`config.mk`:
```
export PLATFORM = sky130hd
export DESIGN_NAME = wb_burst_rd_master_flat
export DESIGN_NICKNAME = d
export VERILOG_FILES = /design/src/rtl/wb_burst_rd_master_if.sv /design/src/rtl/wb_burst_rd_master.sv /design/src/flat_wrapper.sv
export SDC_FILE = /design/constraint.sdc
export NUM_CORES = 1
export LEC_CHECK = 0
export BUFFER_PORTS_ARGS = -buffer_cell sky130_fd_sc_hd__buf_2
export CAP_MARGIN = 25
export CELL_PAD_IN_SITES_DETAIL_PLACEMENT = 1
export CELL_PAD_IN_SITES_GLOBAL_PLACEMENT = 1
export CORE_AREA = 2 2 269 271
export CTS_BUF_LIST = sky130_fd_sc_hd__clkbuf_4 sky130_fd_sc_hd__clkbuf_8 sky130_fd_sc_hd__clkbuf_16
export CTS_CLUSTER_SIZE = 12
export DETAILED_ROUTE_END_ITERATION = 6
export DIE_AREA = 0 0 271 273
export GPL_ROUTABILITY_DRIVEN = 0
export PLACE_DENSITY = 0.63
export SLEW_MARGIN = 20
export SYNTH_ARGS = -nofsm -noshare
export SYNTH_HDL_FRONTEND = slang
export SYNTH_SLANG_ARGS = --single-unit
```
`constraint.sdc`:
```
create_clock -name wb_clk_i -period 2.9 [get_ports wb_clk_i]
set_input_delay 0.145 -clock wb_clk_i [delete_from_list [all_inputs] [get_ports wb_clk_i]]
set_output_delay 0.145 -clock wb_clk_i [all_outputs]
set_load 0.01 [all_outputs]
```
`src/rtl/wb_burst_rd_master_if.sv`:
```
// Wishbone B3 bus bundle between the burst read master and the RAM slave.
// The master drives the request side; the slave answers with ack/err/rty and read data.
interface wb_burst_rd_master_if #(
  parameter int AW = 32,
  parameter int DW = 32
);
  logic [AW-1:0] adr;
  logic [DW-1:0] dat_w;
  logic [DW-1:0] dat_r;
  logic [3:0]    sel;
  logic          we;
  logic [1:0]    bte;
  logic [2:0]    cti;
  logic          cyc;
  logic          stb;
  logic          ack;
  logic          err;
  logic          rty;

  modport master (
    output adr, dat_w, sel, we, bte, cti, cyc, stb,
    input  ack, err, rty, dat_r
  );

  modport slave (
    input  adr, dat_w, sel, we, bte, cti, cyc, stb,
    output ack, err, rty, dat_r
  );
endinterface

```
`src/rtl/wb_burst_rd_master.sv`:
```
// Wishbone B3 burst read master: splits a (start address, word count) command into linear
// incrementing bursts and streams the words out of a FWFT FIFO. Optional stats: WB_BURST_RD_STATS_EN.
module wb_burst_rd_master #(
  parameter int AW         = 32,
  parameter int DW         = 32,
  parameter int BURST_LEN  = 4,
  parameter int FIFO_DEPTH = 16,
  parameter int LEN_W      = 16
) (
  input  logic                 wb_clk_i,
  input  logic                 wb_rst_ni,
  input  logic                 cmd_valid_i,
  output logic                 cmd_ready_o,
  input  logic [AW-1:0]        cmd_adr_i,
  input  logic [LEN_W-1:0]     cmd_len_i,
  output logic                 busy_o,
  output logic                 done_o,
  output logic                 err_o,
  wb_burst_rd_master_if.master wbm,
  output logic [DW-1:0]        m_data_o,
  output logic                 m_valid_o,
  output logic                 m_last_o,
  input  logic                 m_ready_i
`ifdef WB_BURST_RD_STATS_EN
  ,
  output logic [31:0]          stat_beats_o,
  output logic [15:0]          stat_errs_o
`endif
);

  localparam int BW = $clog2(BURST_LEN) + 1;
  localparam int PW = $clog2(FIFO_DEPTH);
  localparam int CW = PW + 1;

  localparam logic [2:0] CTI_CLASSIC = 3'b000;
  localparam logic [2:0] CTI_INCR    = 3'b010;
  localparam logic [2:0] CTI_END     = 3'b111;

  typedef enum logic [2:0] {
    S_IDLE,
    S_WAIT_SPACE,
    S_BURST,
    S_GAP,
    S_DONE
  } state_t;

  state_t           state_q, state_d;
  logic             cyc_q, cyc_d;
  logic [2:0]       cti_q, cti_d;
  logic [AW-1:0]    adr_q, adr_d;
  logic [LEN_W-1:0] rem_q, rem_d;
  logic [BW-1:0]    beats_q, beats_d;
  logic             done_q, done_d;
  logic             err_q, err_d;

  logic [DW:0]      fifo_mem [FIFO_DEPTH];
  logic [PW-1:0]    wr_ptr, rd_ptr;
  logic [CW-1:0]    fifo_cnt;
  logic [CW-1:0]    fifo_free;
  logic [BW-1:0]    burst_beats;
  logic             space_ok;
  logic             bus_fault;
  logic             push;
  logic             pop;

  // Low address bits are ignored; words are always 4-byte aligned.
  logic unused_adr_bits;
  assign unused_adr_bits = ^cmd_adr_i[1:0];

  always_comb begin
    if (rem_q < LEN_W'(BURST_LEN)) burst_beats = rem_q[BW-1:0];
    else                           burst_beats = BW'(BURST_LEN);
  end

  // Space is reserved for a whole burst up front, so acks never find the FIFO full.
  assign fifo_free = CW'(FIFO_DEPTH) - fifo_cnt;
  assign space_ok  = fifo_free >= CW'(burst_beats);
  assign bus_fault = wbm.err | wbm.rty;
  assign push      = (state_q == S_BURST) & wbm.ack & ~bus_fault;
  assign pop       = m_valid_o & m_ready_i;

  always_ff @(posedge wb_clk_i or negedge wb_rst_ni) begin
    if (!wb_rst_ni) begin
      state_q <= S_IDLE;
      cyc_q   <= 1'b0;
      cti_q   <= CTI_CLASSIC;
      adr_q   <= '0;
      rem_q   <= '0;
      beats_q <= '0;
      done_q  <= 1'b0;
      err_q   <= 1'b0;
    end else begin
      state_q <= state_d;
      cyc_q   <= cyc_d;
      cti_q   <= cti_d;
      adr_q   <= adr_d;
      rem_q   <= rem_d;
      beats_q <= beats_d;
      done_q  <= done_d;
      err_q   <= err_d;
    end
  end

  always_comb begin
    state_d = state_q;
    cyc_d   = cyc_q;
    cti_d   = cti_q;
    adr_d   = adr_q;
    rem_d   = rem_q;
    beats_d = beats_q;
    done_d  = 1'b0;
    err_d   = 1'b0;
    case (state_q)
      S_IDLE: begin
        if (cmd_valid_i) begin
          if (cmd_len_i == '0) begin
            done_d = 1'b1;
          end else begin
            adr_d   = {cmd_adr_i[AW-1:2], 2'b00};
            rem_d   = cmd_len_i;
            state_d = S_WAIT_SPACE;
          end
        end
      end
      S_WAIT_SPACE: begin
        if (space_ok) begin
          cyc_d   = 1'b1;
          beats_d = burst_beats;
          cti_d   = (burst_beats == BW'(1)) ? CTI_CLASSIC : CTI_INCR;
          state_d = S_BURST;
        end
      end
      S_BURST: begin
        if (bus_fault) begin
          cyc_d   = 1'b0;
          cti_d   = CTI_CLASSIC;
          err_d   = 1'b1;
          state_d = S_IDLE;
        end else if (wbm.ack) begin
          adr_d   = adr_q + AW'(4);
          rem_d   = rem_q - LEN_W'(1);
          beats_d = beats_q - BW'(1);
          if (beats_q == BW'(1)) begin
            cyc_d   = 1'b0;
            cti_d   = CTI_CLASSIC;
            state_d = S_GAP;
          end else if (beats_q == BW'(2)) begin
            cti_d = CTI_END;
          end
        end
      end
      // One cycle with cyc low so the slave can clear its burst tracking.
      S_GAP: begin
        state_d = (rem_q != '0) ? S_WAIT_SPACE : S_DONE;
      end
      S_DONE: begin
        if (fifo_cnt == '0) begin
          done_d  = 1'b1;
          state_d = S_IDLE;
        end
      end
      default: state_d = S_IDLE;
    endcase
  end

  always_ff @(posedge wb_clk_i) begin
    if (push) fifo_mem[wr_ptr] <= {(rem_q == LEN_W'(1)), wbm.dat_r};
  end

  always_ff @(posedge wb_clk_i or negedge wb_rst_ni) begin
    if (!wb_rst_ni) begin
      wr_ptr   <= '0;
      rd_ptr   <= '0;
      fifo_cnt <= '0;
    end else begin
      if (push) wr_ptr <= wr_ptr + PW'(1);
      if (pop)  rd_ptr <= rd_ptr + PW'(1);
      if (push && !pop)      fifo_cnt <= fifo_cnt + CW'(1);
      else if (!push && pop) fifo_cnt <= fifo_cnt - CW'(1);
    end
  end

  fifo_no_overflow: assert property (@(posedge wb_clk_i) disable iff (!wb_rst_ni)
    !(push && !pop && fifo_cnt == CW'(FIFO_DEPTH)));
  fifo_no_underflow: assert property (@(posedge wb_clk_i) disable iff (!wb_rst_ni)
    !(pop && fifo_cnt == '0));

  assign cmd_ready_o = (state_q == S_IDLE);
  assign busy_o      = (state_q != S_IDLE);
  assign done_o      = done_q;
  assign err_o       = err_q;

  assign m_valid_o = (fifo_cnt != '0);
  assign m_data_o  = fifo_mem[rd_ptr][DW-1:0];
  assign m_last_o  = fifo_mem[rd_ptr][DW] & m_valid_o;

  assign wbm.adr   = adr_q;
  assign wbm.dat_w = '0;
  assign wbm.sel   = 4'hf;
  assign wbm.we    = 1'b0;
  assign wbm.bte   = 2'b00;
  assign wbm.cti   = cti_q;
  assign wbm.cyc   = cyc_q;
  assign wbm.stb   = cyc_q;

`ifdef WB_BURST_RD_STATS_EN
  logic [31:0] stat_beats_q;
  logic [15:0] stat_errs_q;

  always_ff @(posedge wb_clk_i or negedge wb_rst_ni) begin
    if (!wb_rst_ni) begin
      stat_beats_q <= '0;
      stat_errs_q  <= '0;
    end else begin
      if (push && stat_beats_q != '1) stat_beats_q <= stat_beats_q + 32'd1;
      if (err_d && stat_errs_q != '1) stat_errs_q  <= stat_errs_q + 16'd1;
    end
  end

  assign stat_beats_o = stat_beats_q;
  assign stat_errs_o  = stat_errs_q;
`endif

endmodule

```
`src/flat_wrapper.sv`:
```
// flat-port wrapper written by rule: the top's interface ports become plain ports
module wb_burst_rd_master_flat 
#(
  parameter int AW         = 32,
  parameter int DW         = 32,
  parameter int BURST_LEN  = 4,
  parameter int FIFO_DEPTH = 16,
  parameter int LEN_W      = 16
)
  (wb_clk_i, wb_rst_ni, cmd_valid_i, cmd_ready_o, cmd_adr_i, cmd_len_i, busy_o, done_o, err_o, m_data_o, m_valid_o, m_last_o, m_ready_i, wbm_adr, wbm_dat_w, wbm_sel, wbm_we, wbm_bte, wbm_cti, wbm_cyc, wbm_stb, wbm_ack, wbm_err, wbm_rty, wbm_dat_r);
  wb_burst_rd_master_if #(.AW(AW), .DW(DW)) wbm_i ();
  input  logic wb_clk_i;
  input  logic wb_rst_ni;
  input  logic cmd_valid_i;
  output logic cmd_ready_o;
  input  logic [AW-1:0] cmd_adr_i;
  input  logic [LEN_W-1:0] cmd_len_i;
  output logic busy_o;
  output logic done_o;
  output logic err_o;
  output logic [DW-1:0] m_data_o;
  output logic m_valid_o;
  output logic m_last_o;
  input  logic m_ready_i;
  output wire logic [$bits(wbm_i.adr)-1:0] wbm_adr;
  output wire logic [$bits(wbm_i.dat_w)-1:0] wbm_dat_w;
  output wire logic [$bits(wbm_i.sel)-1:0] wbm_sel;
  output wire logic [$bits(wbm_i.we)-1:0] wbm_we;
  output wire logic [$bits(wbm_i.bte)-1:0] wbm_bte;
  output wire logic [$bits(wbm_i.cti)-1:0] wbm_cti;
  output wire logic [$bits(wbm_i.cyc)-1:0] wbm_cyc;
  output wire logic [$bits(wbm_i.stb)-1:0] wbm_stb;
  input wire logic [$bits(wbm_i.ack)-1:0] wbm_ack;
  input wire logic [$bits(wbm_i.err)-1:0] wbm_err;
  input wire logic [$bits(wbm_i.rty)-1:0] wbm_rty;
  input wire logic [$bits(wbm_i.dat_r)-1:0] wbm_dat_r;
  assign wbm_adr = wbm_i.adr;
  assign wbm_dat_w = wbm_i.dat_w;
  assign wbm_sel = wbm_i.sel;
  assign wbm_we = wbm_i.we;
  assign wbm_bte = wbm_i.bte;
  assign wbm_cti = wbm_i.cti;
  assign wbm_cyc = wbm_i.cyc;
  assign wbm_stb = wbm_i.stb;
  assign wbm_i.ack = wbm_ack;
  assign wbm_i.err = wbm_err;
  assign wbm_i.rty = wbm_rty;
  assign wbm_i.dat_r = wbm_dat_r;
  wb_burst_rd_master #(.AW(AW), .DW(DW), .BURST_LEN(BURST_LEN), .FIFO_DEPTH(FIFO_DEPTH), .LEN_W(LEN_W)) u_core (.wb_clk_i(wb_clk_i), .wb_rst_ni(wb_rst_ni), .cmd_valid_i(cmd_valid_i), .cmd_ready_o(cmd_ready_o), .cmd_adr_i(cmd_adr_i), .cmd_len_i(cmd_len_i), .busy_o(busy_o), .done_o(done_o), .err_o(err_o), .wbm(wbm_i), .m_data_o(m_data_o), .m_valid_o(m_valid_o), .m_last_o(m_last_o), .m_ready_i(m_ready_i));
endmodule
```
# Word level (Yosys, flattened, before mapping)
# Memories as Yosys holds them, arrays and structs flattened.
# Index checks and enable logic that the tools add are counted.
dict set report op_classes {
  addsub 8
  n_lt_le_gt_ge 2
  eq_ne 17
  mux 46
  bitwise_logic 6
  n_reduce_logical 18
}
# operator n
set ops {}
lappend ops {{32-bit 2-to-1 mux} 4}
lappend ops {{16-bit 2-to-1 mux} 4}
lappend ops {{32-bit case mux with 2 select lines} 1}
lappend ops {{3-bit 2-to-1 mux} 17}
lappend ops {{32-bit by 3-bit adder with 32-bit output (second input constant)} 1}
lappend ops {{16-bit case mux with 2 select lines} 1}
lappend ops {{16-bit by 1-bit equality test with 1-bit output (second input constant)} 1}
lappend ops {{16-bit zero test} 1}
lappend ops {{16-bit by 3-bit less-than comparator with 1-bit output (second input constant)} 1}
lappend ops {{16-bit nonzero test} 1}
lappend ops {{16-bit by 1-bit subtractor with 16-bit output (second input constant)} 1}
lappend ops {{3-bit case mux with 5 select lines} 1}
lappend ops {{3-bit case mux with 2 select lines} 2}
lappend ops {{4-bit AND reduction} 3}
lappend ops {{1-bit 2-to-1 mux} 11}
lappend ops {{5-bit 2-to-1 mux} 2}
lappend ops {{3-bit by 1-bit equality test with 1-bit output (second input constant)} 3}
lappend ops {{3-bit by 2-bit equality test with 1-bit output (second input constant)} 3}
lappend ops {{4-bit by 1-bit adder with 4-bit output (second input constant)} 2}
lappend ops {{2-bit inequality test (second input constant)} 4}
lappend ops {{3-bit by 2-bit inequality test with 1-bit output (second input constant)} 2}
lappend ops {{6-bit AND reduction} 1}
lappend ops {{2-bit nonzero test} 3}
lappend ops {{5-bit by 1-bit adder with 5-bit output (second input constant)} 1}
lappend ops {{19 further kinds} 26}
dict set report word_totals {
  regBits 73
  mem_bits_rw 528
  inputBits 87
  n_memories 1
}
# memory depth width read_ports rd_ports_with_merged_regs write_ports line
set memory_table {}
lappend memory_table {u_core.fifo_mem 16 33 1 0 1 wb_burst_rd_master.sv:56} ;# logic [DW:0] fifo_mem [FIFO_DEPTH];

# Logic depth before layout (Yosys ltp)
dict set report depth {
  word_depth 7
  ltp_mapped 14
  mapped_depth_nobuf 14
}

# Least setup slack after synthesis
# OpenSTA, ideal clock, no wires.
dict set report synth_timing {
  path_type {flip-flop to flip-flop}
  startpoint {register u_core.rem_q[3]}
  endpoint {register u_core.cti_q[0] (netlist: u_core.wbm.cti[0])}
  setup_ns 0.125
  arrival_time_ns 2.924
  path_slack_ns -0.148
  path_stages_with_launch 11
  n_path_buf 0
  synth_period_minus_slack_ns 3.048
  cell_sequence {dfrtp_1 > or4_4 > or3_4 > nor3_4 > nand2_1 > ha_1 > nand2_1 > o2111ai_1 > o21ai_0 > a211oi_1 > mux2_2}
}
dict set report synth_between {
  elab_chain_cells 5
}
# item line
set synth_rtl {}
lappend synth_rtl {{from (decl)} wb_burst_rd_master.sv:51} ;# logic [LEN_W-1:0] rem_q, rem_d;
lappend synth_rtl {{from (signal assigned)} wb_burst_rd_master.sv:97} ;# rem_q <= rem_d;
lappend synth_rtl {{16-bit by 3-bit less-than comparator with 1-bit output} wb_burst_rd_master.sv:71} ;# if (rem_q < LEN_W'(BURST_LEN)) burst_beats = rem_q[BW-1:0];
lappend synth_rtl {{3-bit 2-to-1 mux} wb_burst_rd_master.sv:71}
lappend synth_rtl {{5-bit by 3-bit >= comparator with 1-bit output} wb_burst_rd_master.sv:77} ;# assign space_ok = fifo_free >= CW'(burst_beats);
lappend synth_rtl {{2-bit by 1-bit inequality test with 1-bit output (no source line)} -}
lappend synth_rtl {{4-bit AND reduction (no source line)} -}
lappend synth_rtl {{to (signal assigned)} wb_burst_rd_master.sv:95} ;# cti_q <= cti_d;
lappend synth_rtl {{to (decl)} wb_burst_rd_master.sv:49} ;# logic [2:0] cti_q, cti_d;
# No other way between the ends.
# A chain may end at the register's enable or synchronous reset.

# Worst setup path after layout
dict set report layout_timing {
  startpoint {register u_core.rem_q[3]}
  endpoint {register u_core.cti_q[1] (netlist: u_core.wbm.cti[1])}
}
dict set report layout_between {
  elab_chain_cells 6
}
# item line
set layout_rtl {}
lappend layout_rtl {{16-bit by 3-bit less-than comparator with 1-bit output (*)} wb_burst_rd_master.sv:71}
lappend layout_rtl {{3-bit 2-to-1 mux (*)} wb_burst_rd_master.sv:71}
lappend layout_rtl {{branches (longest 4 deep; another with 5-bit by 3-bit >= comparator with 1-bit output)} -}
# Mark *: on every way between the ends. The select of a mux whose other input is x is not followed.

==> results_dict.tcl <==
set metrics [dict create \
    rsz0062_at_grt "yes" \
    ys_ff_latch 598 \
    r2r_slack_ns -0.02 \
    n_antenna_cell 0 \
    finalNetCount 1752 \
    syn_avg_cell_area_um2 18.7 \
    layout.area.seq_um2 17600 \
    power_frac_comb 0.317 \
    switching_power_mw 8.45 \
    synth_edf_count 528 \
    failed_checks "negative setup slack" \
    ys_warn_count 0 \
    multi_input_area_um2 6620 \
    synth.largest_area_cell "edfxtp_1" \
    switching_share 0.304 \
    dp_hpwl_mm 37.9 \
    syn-instance-count 1316 \
    ant_nets 0 \
    cp_cell_sequence "or4_4 -> or3_4 -> nor3_4 -> nand2_1 -> ha_1 -> nand2_2 -> o2111ai_4 -> o21ai_2 -> a211oi_2 -> mux2_2" \
    skew_ns 0.0196 \
    status "finished, violations left" \
    initial_core_util 0.348 \
    crit_type "flop to flop" \
    ys.flop_type "edfxtp_1" \
    cts_tree "done" \
    ios 201 \
    die_area_um2 74000 \
    antenna_found_initial 1 \
    coreArea_um2 71000 \
    synthArstFlopShare 0.117 \
    grt_max_degree 73 \
    io_buffer_count 157 \
    drive_above_1_share 0.339 \
    clockPowerShare 0.301 \
    die_w_um 271 \
    drv_slew 0 \
    synthTopCellsByArea "edfxtp_1, mux4_2, dfrtp_1" \
    setup_violations 2 \
    cp-endpoint "u_core.wbm.cti[1]$_DFFE_PN0P_" \
    drtIter0Drc 869 \
    power.density_nw_per_um2 916 \
    wl_mm 62.5 \
    worst_slew_margin_rel 0.378 \
    endpoint_kind "flop" \
    cts.path.max_buffers 3 \
    p_leak_nw 10.4 \
    clock-sinks 598 \
    critPathSlowestCell "or4_4" \
    hold_violations 0 \
    netlist.area_leader.share 0.643 \
    drtPass1Iterations 5 \
    internal_power_mw 19.4 \
    fin_crit_ns 2.92 \
    yosysSeqAreaShare 0.714 \
    numCtsBuffers 67 \
    ys_types 70 \
    worstPathRequired_ns 3.37 \
    yosys-top-cells-count "edfxtp_1, mux4_2, dfrtp_1" \
    r2r_cells 10 \
    synth_area_um2 24700 \
    cp-startpoint "u_core.rem_q[3]$_DFFE_PN0P_" \
    cap_violations 0 \
    dr_total_vias 13592 \
    worstPathMaxFanout 3 \
    hp-class "input port to flop" \
    grt_pass1_wl_mm 94.8 \
    clk_latency_ns 0.58 \
    routed_via_density 5.14 \
    worstSetupStartpointType "flop" \
    area_growth_pct 23.1 \
    fp.dieH_um 273 \
    drc 0 \
    cpPeakStageDelay_ns 0.53 \
    cts_root_buf "clkbuf_16" \
    r2r-end "u_core.wbm.cti[1]$_DFFE_PN0P_" \
    arrival_ns 3.39 \
    grt_overflow 0 \
    post_drt_wl_per_cell_um 23.7 \
    yosysMostFrequentCell "edfxtp_1" \
    setup_slack_ns -0.0186 \
    grt_usage 0.170 \
    cp_num_buf_inv 0 \
    fin_crit_sh 1.01 \
    path_depth 10 \
    cts.htree.levels 3 \
    critPathTopFamily "simple AND/OR/NAND/NOR gates" \
    fillers 6885 \
    clkTransAtPathRegs_ns 0.06 \
    finish.utilization 0.428 \
    peakVddDrop_v 0.000450 \
    grt_pass1_vias 14929 \
    tightest_slew_ns 0.933 \
    num_rows 98 \
    pwr-share-seq 0.381 \
    place_ws_ns -0.210 \
    fmax_mhz 343 \
    r2r-start "u_core.rem_q[3]$_DFFE_PN0P_" \
]
per-layer routing:
| metal | up-vias | part of all wire | wire (µm) | global-route usage |
|---|---|---|---|---|
| met5 | - | 0.00018 | 11 | 0 |
| met1 | 7260 | 0.42 | 26000 | 0.218 |
| met2 | 302 | 0.53 | 33000 | 0.304 |
| li1 | 5957 | - | - | - |
| met3 | 71 | 0.040 | 2520 | 0.0247 |
| met4 | 2 | 0.016 | 981 | 0.0438 |
logic make-up after synthesis:
| logic type | share of synthesized area |
|---|---|
| flops | 0.714 |
| simple gates | 0.0443 |
| compound gates | 0.0449 |
| mux | 0.153 |
| buf+inv | 0.0285 |
| fa+ha+maj | 0.0110 |
| xor+xnor | 0.00461 |
| other cells | 0.000304 |
cell type report:
cell class | instances | area share
clock buffers | 89 | 0.0622
clock inverters | 28 | 0.00947
inverters | 20 | 0.00247
multi-input cells | 624 | 0.218
flip-flops and latches | 598 | 0.580
well taps | 950 | 0.0391
repair buffers | 333 | 0.0886
metrics by stage:
stage,std cells,hold WS (ns),instance area (µm²),setup TNS (ns),power [mW]
after floorplan,1355,-0.151,24800,-0.0674,16.2
after global placement,2435,0.334,27200,-0.529,19.2
after detailed placement,2435,0.339,27200,-0.717,19.3
after CTS,2639,0.0313,30300,-0.0828,28.0
after global routing,2642,0.104,30400,-0.810,29.2
final,2642,0.0758,30400,-0.0339,27.8
placed cells by master, fill, tap and decap left out, types with 18 or more instances in the layout:
master,n
clkbuf_4,18
a21oi_1,50
buf_12,28
ha_1,19
edfxtp_1,528
nand2_1,38
clkbuf_16,70
mux4_2,165
dlygate4sd3_1,82
conb_1,41
nand3_1,21
buf_4,64
dfrtp_1,65
o21ai_0,47
buf_2,156
nor2_1,40
inv_1,20
what timing repair did:
item | in CTS | in global routing
setup buffers | 5 | 2
hold buffers | 82 | 0
cloned | 0 | 1
setup endpoints to repair | 28 | 10
gates resized for setup | 7 | 16
pin swaps | 1 | 6
hold endpoints to repair | 623 | 0
worst min-delay path by stage:
stage	start	end	slack, ns	depth (start not counted)
finish	cmd_len_i[12]	u_core.rem_q[12]$_DFFE_PN0P_	0.08	4
global route	cmd_len_i[12]	u_core.rem_q[12]$_DFFE_PN0P_	0.10	4
CTS	cmd_len_i[12]	u_core.rem_q[12]$_DFFE_PN0P_	0.03	4
detailed placement	wb_rst_ni	u_core.wbm.adr[2]$_DFFE_PN0P_	0.34	1
global placement	wb_rst_ni	u_core.wbm.adr[2]$_DFFE_PN0P_	0.33	1
floorplan	wb_rst_ni	u_core.beats_q[0]$_DFFE_PN0P_	-0.15	0
worst register-to-register path: stages, from the launching register on:
cell and delay, ns:
dfrtp_1 0.38, or4_4 0.53, or3_4 0.36, nor3_4 0.14
nand2_1 0.08, ha_1 0.29, nand2_2 0.07, o2111ai_4 0.25
o21ai_2 0.09, a211oi_2 0.25, mux2_2 0.36
power by group through the flow:
stage / Clock [mW] / Combinational (mW) / Sequential [mW]
finish: 8.38 / 8.82 / 10.6
global route: 8.91 / 9.59 / 10.7
CTS: 8.62 / 8.82 / 10.6
detailed placement: 0 / 8.50 / 10.8
global placement: 0 / 8.36 / 10.8
floorplan: 0 / 5.67 / 10.5
sequential cells by signal, summed over array words and instances (netlist names), 2 cells and up:
name	count
u_core.state_q	3
u_core.rem_q	16
u_core.fifo_cnt	5
u_core.wr_ptr	4
u_core.wbm.cti	2
u_core.beats_q	3
u_core.wbm.adr	30
u_core.fifo_mem	528
u_core.rd_ptr	4
No activity file was read; power rests on OpenSTA's default activity.
